## src/rtl/ctrl_squash_unit_if.sv

```systemverilog
// Handshake bundle between the ID-stage decoder/hazard logic and the ID/EX
// control squash register. The hazard side is the master; the squash unit
// is the slave.
interface ctrl_squash_unit_if #(
  parameter int CTRL_W = 10,
  parameter int CNT_W  = 2,
  parameter int PERF_W = 16
);

  logic [CTRL_W-1:0] ctrl_in;
  logic              flush_req;
  logic [CNT_W-1:0]  flush_len;
  logic              stall;

  logic [CTRL_W-1:0] ctrl_out;
  logic              bubble;
  logic              busy;
  logic              sq_done;
  logic [PERF_W-1:0] sq_count;

  modport master (
    output ctrl_in,
    output flush_req,
    output flush_len,
    output stall,
    input  ctrl_out,
    input  bubble,
    input  busy,
    input  sq_done,
    input  sq_count
  );

  modport slave (
    input  ctrl_in,
    input  flush_req,
    input  flush_len,
    input  stall,
    output ctrl_out,
    output bubble,
    output busy,
    output sq_done,
    output sq_count
  );

endinterface

```

## src/rtl/ctrl_squash_unit.sv

```systemverilog
// ID/EX control register with squash (bubble) insertion.
// A flush request replaces the control bundle with a bubble for an
// effective length of 1..MAX_SQ cycles; stalls freeze the register and the
// remaining window. Every output comes straight from a flop.
module ctrl_squash_unit #(
  parameter int                CTRL_W    = 10,
  parameter int                MAX_SQ    = 3,
  parameter int                CNT_W     = 2,   // must satisfy 2**CNT_W > MAX_SQ
  parameter logic [CTRL_W-1:0] KEEP_MASK = '0,
  parameter int                PERF_W    = 16
) (
  input  logic               clk,
  input  logic               reset,
  ctrl_squash_unit_if.slave  sq
);

  typedef enum logic {
    RUN    = 1'b0,
    SQUASH = 1'b1
  } state_t;

  localparam logic [CNT_W-1:0]  ONE   = CNT_W'(1);
  localparam logic [CNT_W-1:0]  MAX_L = CNT_W'(MAX_SQ);
  localparam logic [PERF_W-1:0] SAT   = '1;

  state_t             state_q, state_d;
  logic [CNT_W-1:0]   rem_q, rem_d;
  logic [CTRL_W-1:0]  ctrl_q, ctrl_d;
  logic               bubble_q, bubble_d;
  logic               done_q, done_d;
  logic [PERF_W-1:0]  cnt_q, cnt_d;

  logic [CNT_W-1:0]   eff_len;
  logic [CTRL_W-1:0]  bubble_bundle;
  logic               load_bubble;

  // Clamp the requested length into 1..MAX_SQ; zero means a single bubble.
  always_comb begin
    eff_len = sq.flush_len;
    if (sq.flush_len == '0) begin
      eff_len = ONE;
    end else if (sq.flush_len > MAX_L) begin
      eff_len = MAX_L;
    end
  end

  // Squashed bundle: only the KEEP_MASK bits survive.
  assign bubble_bundle = sq.ctrl_in & KEEP_MASK;

  // Next-state, next-output and bubble-issue decision.
  always_comb begin
    // NOTE: every variable gets a default before any branch so that no path
    // leaves it unassigned; that is what keeps this block free of latches.
    state_d     = state_q;
    rem_d       = rem_q;
    ctrl_d      = ctrl_q;
    bubble_d    = bubble_q;
    done_d      = 1'b0;
    load_bubble = 1'b0;

    if (sq.flush_req) begin
      // A flush always wins over stall and restarts the window from scratch.
      load_bubble = 1'b1;
      ctrl_d      = bubble_bundle;
      bubble_d    = 1'b1;
      if (eff_len == ONE) begin
        state_d = RUN;
        rem_d   = '0;
        done_d  = 1'b1;
      end else begin
        state_d = SQUASH;
        rem_d   = eff_len - ONE;
      end
    end else begin
      unique case (state_q)
        RUN: begin
          if (!sq.stall) begin
            ctrl_d   = sq.ctrl_in;
            bubble_d = 1'b0;
          end
        end
        SQUASH: begin
          if (!sq.stall) begin
            load_bubble = 1'b1;
            ctrl_d      = bubble_bundle;
            bubble_d    = 1'b1;
            rem_d       = rem_q - ONE;
            if (rem_q == ONE) begin
              state_d = RUN;
              done_d  = 1'b1;
            end
          end
        end
        default: begin
          state_d = RUN;
          rem_d   = '0;
        end
      endcase
    end
  end

  // Saturating count of issued bubbles; holds never count.
  always_comb begin
    cnt_d = cnt_q;
    if (load_bubble && (cnt_q != SAT)) begin
      cnt_d = cnt_q + 1'b1;
    end
  end

  // State and output registers; reset aborts any window immediately.
  always_ff @(posedge clk or posedge reset) begin
    // NOTE: sequential state uses non-blocking assignments so every flop
    // samples the pre-edge values regardless of statement order.
    if (reset) begin
      state_q  <= RUN;
      rem_q    <= '0;
      ctrl_q   <= '0;
      bubble_q <= 1'b0;
      done_q   <= 1'b0;
      cnt_q    <= '0;
    end else begin
      state_q  <= state_d;
      rem_q    <= rem_d;
      ctrl_q   <= ctrl_d;
      bubble_q <= bubble_d;
      done_q   <= done_d;
      cnt_q    <= cnt_d;
    end
  end

  assign sq.ctrl_out = ctrl_q;
  assign sq.bubble   = bubble_q;
  assign sq.busy     = (state_q == SQUASH);
  assign sq.sq_done  = done_q;
  assign sq.sq_count = cnt_q;

endmodule

```

## src/flat_wrapper.sv

```systemverilog
// flat-port wrapper written by rule: the top's interface ports become plain ports
module ctrl_squash_unit_flat 
#(
  parameter int                CTRL_W    = 10,
  parameter int                MAX_SQ    = 3,
  parameter int                CNT_W     = 2,                                    
  parameter logic [CTRL_W-1:0] KEEP_MASK = '0,
  parameter int                PERF_W    = 16
)
  (clk, reset, sq_ctrl_in, sq_flush_req, sq_flush_len, sq_stall, sq_ctrl_out, sq_bubble, sq_busy, sq_sq_done, sq_sq_count);
  ctrl_squash_unit_if #(.CTRL_W(CTRL_W), .CNT_W(CNT_W), .PERF_W(PERF_W)) sq_i ();
  input  logic clk;
  input  logic reset;
  input wire logic [$bits(sq_i.ctrl_in)-1:0] sq_ctrl_in;
  input wire logic [$bits(sq_i.flush_req)-1:0] sq_flush_req;
  input wire logic [$bits(sq_i.flush_len)-1:0] sq_flush_len;
  input wire logic [$bits(sq_i.stall)-1:0] sq_stall;
  output wire logic [$bits(sq_i.ctrl_out)-1:0] sq_ctrl_out;
  output wire logic [$bits(sq_i.bubble)-1:0] sq_bubble;
  output wire logic [$bits(sq_i.busy)-1:0] sq_busy;
  output wire logic [$bits(sq_i.sq_done)-1:0] sq_sq_done;
  output wire logic [$bits(sq_i.sq_count)-1:0] sq_sq_count;
  assign sq_i.ctrl_in = sq_ctrl_in;
  assign sq_i.flush_req = sq_flush_req;
  assign sq_i.flush_len = sq_flush_len;
  assign sq_i.stall = sq_stall;
  assign sq_ctrl_out = sq_i.ctrl_out;
  assign sq_bubble = sq_i.bubble;
  assign sq_busy = sq_i.busy;
  assign sq_sq_done = sq_i.sq_done;
  assign sq_sq_count = sq_i.sq_count;
  ctrl_squash_unit #(.CTRL_W(CTRL_W), .MAX_SQ(MAX_SQ), .CNT_W(CNT_W), .KEEP_MASK(KEEP_MASK), .PERF_W(PERF_W)) u_core (.clk(clk), .reset(reset), .sq(sq_i));
endmodule
```

## config.mk

```make
export PLATFORM = sky130hd
export DESIGN_NAME = ctrl_squash_unit_flat
export DESIGN_NICKNAME = d
export VERILOG_FILES = /design/src/rtl/ctrl_squash_unit_if.sv /design/src/rtl/ctrl_squash_unit.sv /design/src/flat_wrapper.sv
export SDC_FILE = /design/constraint.sdc
export NUM_CORES = 1
export LEC_CHECK = 0
export CAP_MARGIN = 20
export CORE_MARGIN = 2
export CORE_UTILIZATION = 30
export CTS_CLUSTER_SIZE = 20
export DETAILED_ROUTE_END_ITERATION = 10
export GPL_TIMING_DRIVEN = 0
export PLACE_DENSITY = 0.63
export SLEW_MARGIN = 0
export SYNTH_ARGS = -nofsm -noshare
export SYNTH_HDL_FRONTEND = slang
export SYNTH_SLANG_ARGS = --single-unit
```

## constraint.sdc

```tcl
create_clock -name clk -period 4.5 [get_ports clk]
set_input_delay 1.35 -clock clk [delete_from_list [all_inputs] [get_ports clk]]
set_output_delay 1.35 -clock clk [all_outputs]
set_load 0.03 [all_outputs]
```

==> flow_metrics.py <==
metrics = {
    "status": {
        "outcome": "complete, no violations",
    },
    "floorplanning": {
        "die-area_mm2": 0.005410,
        "io_pins": 45,
        "die_x_um": 73.56,
        "core_mm2": 0.004692,
        "start_util_pct": 30.93,
        "die_h_um": 73.56,
        "num_rows": 25,
    },
    "timing": {
        "fmax_mhz": 342.9,
        "rsz0062_at_grt": "no",
        "clock_skew_ns": 0.008273,
        "worst_pin_slew_ns": 0.5737,
        "hold_viol_final": 0,
        "fin_crit_ns": 2.916,
        "hold_slack_ns": 0.4877,
        "maxSlewHeadroom_pct": 61.59,
        "min_period_over_period_pct": 64.80,
        "fin_tns_setup_ns": 0,
        "setup_viol": 0,
        "drv_slew": 0,
    },
    "grt": {
        "grt_pass1_vias": 1130,
        "antenna_found_initial": 0,
        "grt.total_usage_pct": 13.03,
        "grt_first_pass_wirelength_um": 5361,
        "grt_max_degree": 22,
        "gr-total-overflow": 0,
    },
    "synth": {
        "syn-num-nets": 154,
        "syn_area_per_cell_um2": 10.67,
        "synth_top_cell_by_area": "dfrtp_1",
        "ys_warn_count": 0,
        "synth_top_area_share_pct": 53.45,
        "synthCells": 136,
        "ys_seq_elements": 31,
        "netlist_area_mm2": 0.001451,
        "synth_top_cells_by_area": "dfrtp_1 (53%), xor2_1 (7.2%), nor3b_1 (6.2%)",
        "ys_types": 32,
        "ys_seq_area_share_pct": 53.45,
    },
    "run": {
        "maxCapViolations": 0,
    },
    "worst_setup_path": {
        "crit_type": "in -> reg",
        "crit_chain": "clkdlybuf4s50_1, nor2b_1, o211ai_1, nor4bb_1, xor2_1",
        "cp_slowest_cell": "clkdlybuf4s50_1",
        "end_kind": "register",
        "startpoint_type": "input port",
        "cpPeakStageDelay_ns": 0.49,
        "cp_data_required_time_ns": 4.70,
        "cp.arrival_ns": 3.12,
        "path_max_fanout": 7,
    },
    "detailed_routing": {
        "wl_per_cell_um": 13.38,
        "num_vias": 1153,
        "drc": 0,
        "drtPass1Iterations": 4,
        "antenna_left": 0,
        "drtIter0Drc": 109,
        "vias_per_cell": 4.745,
        "finalWirelength_um": 3251,
    },
    "pwr": {
        "p_leak_uw": 0.0009120,
        "vdd_ir_drop_max_mv": 0.2304,
        "power_density_mw_per_mm2": 469.4,
    },
    "final_layout": {
        "n_antenna_cell": 0,
        "layout_common_cells": "clkdlybuf4s50_1 (44), dfrtp_1 (31), nor2_1 (15)",
        "final_nets": 206,
        "mostFrequentLayoutCell": "clkdlybuf4s50_1",
        "syn2layout_area_growth_pct": 44.65,
        "layout-drive-gt1-share_pct": 6.878,
    },
    "cts": {
        "post_cts_buffers": 0,
        "clock-sinks": 31,
        "clock-root-buffer": "clkbuf_8",
        "h-tree-depth": 2,
        "cts_buffers": 5,
        "cts.clk_slew.worst_paths_ns": 0.07,
        "cts_tree": "yes",
        "clk_path_buf_depth": 2,
        "insertion_delay_ns": 0.29,
        "cts_hold_buffers": 0,
        "cts-resized-gates": 0,
    },
    "place": {
        "gp_congestion": 0.7808,
        "portBuffers": 44,
        "hpwl_um": 2367,
    },
    "min_path": {
        "hp-class": "reg -> reg",
    },
}
-- logic make-up (layout without fill, tap and decap cells) --
kind of cell,Yosys count,count (layout),share of synthesized area [%]
muxes,2,2,1.724
DFF,31,31,53.45
adders and majority gates,2,2,1.724
and+or+nand+nor,56,56,23.79
AOI/OAI and AO/OA,19,19,7.414
xor gates and xnor gates,15,15,9.052
buffers and inverters,11,64,2.845
-- stage by stage --
stage | cells | utilization (%) | setup WS (ns) | cell area [um2] | power [uW]
global route | 243 | 44.75 | 1.360 | 2100 | 1045
detailed placement | 235 | 42.35 | 1.276 | 1987 | 722.7
floorplan | 136 | - | 2.122 | 1451 | 580.2
global placement | 234 | 41.76 | 1.268 | 1959 | 713.3
finish | 243 | 44.75 | 1.584 | 2100 | 985.4
CTS | 243 | 44.75 | 1.554 | 2100 | 999.6
-- critical path, delay by kind of cell --
family                    cells  cell delay [ns]
buffers and inverters         1             0.49
AOI/OAI and AO/OA             1             0.30
xor gates and xnor gates      1             0.18
and+or+nand+nor               2             0.80
-- layout make-up --
class                           instances  area, um2
Fill cell                             459       2592
Sequential cell                        31      775.7
Multi-Input combinational cell         94      634.4
Timing Repair Buffer                   45      467.9
Clock buffer                            5      68.82
Tap cell                               54      67.56
Clock inverter                          3      43.79
Inverter                                6      22.52
Buffer                                  5      18.77
-- metal layers --
layer	GRT usage, %	routed length [um]	vias up
met3	4.801	166	9
met2	18.75	1437	29
met4	6.263	92	0
met5	0	0	-
met1	17.24	1554	537
li1	-	-	578
-- synth_stat cells (all sizes together) --
library cell  number
nand3b             1
xnor2              3
o211ai             1
nor4               5
nor3               5
nor3b             12
xor2              12
nor4bb             1
nand4              3
nand3              2
ha                 2
and4bb             1
dfrtp             31
nand2              6
mux2               1
inv                6
nor2b              2
o21ai              3
o22ai              1
mux2i              1
a311oi             1
o21bai             1
buf                2
and3               1
a22oi              1
a21oi             11
clkbuf             3
or2                1
nor2              16
-- registers in the layout, summed over array words and instances (netlist names) --
name,count
u_core.rem_q,2
u_core.sq.bubble,1
u_core.sq.busy,1
u_core.sq.ctrl_out,10
u_core.sq.sq_count,16
u_core.sq.sq_done,1
-- final timing paths --
| kind | startpoint | to | slack [ns] | cells past startpoint |
|---|---|---|---|---|
| setup / recovery | sq_stall | u_core.sq.sq_count[15] | 1.58 | 5 |
| hold / removal | u_core.sq.bubble | u_core.sq.bubble | 0.49 | 2 |
| setup reg to reg | u_core.sq.sq_count[0] | u_core.sq.sq_count[1] | 2.65 | 5 |
| hold reg to reg | u_core.sq.bubble | u_core.sq.bubble | 0.49 | 2 |
| max in group asynchronous | reset | u_core.sq.sq_count[12] | 2.63 | 3 |
| min in group asynchronous | reset | u_core.sq.sq_done | 1.39 | 2 |
-- report_power, final --
group          internal (uW)  total (uW)  switching [uW]
Clock                    165         272             107
Combinational            147         322             175
Sequential               328         392            63.5
Total                    640         985             345
(Power assumes the default switching activity.)
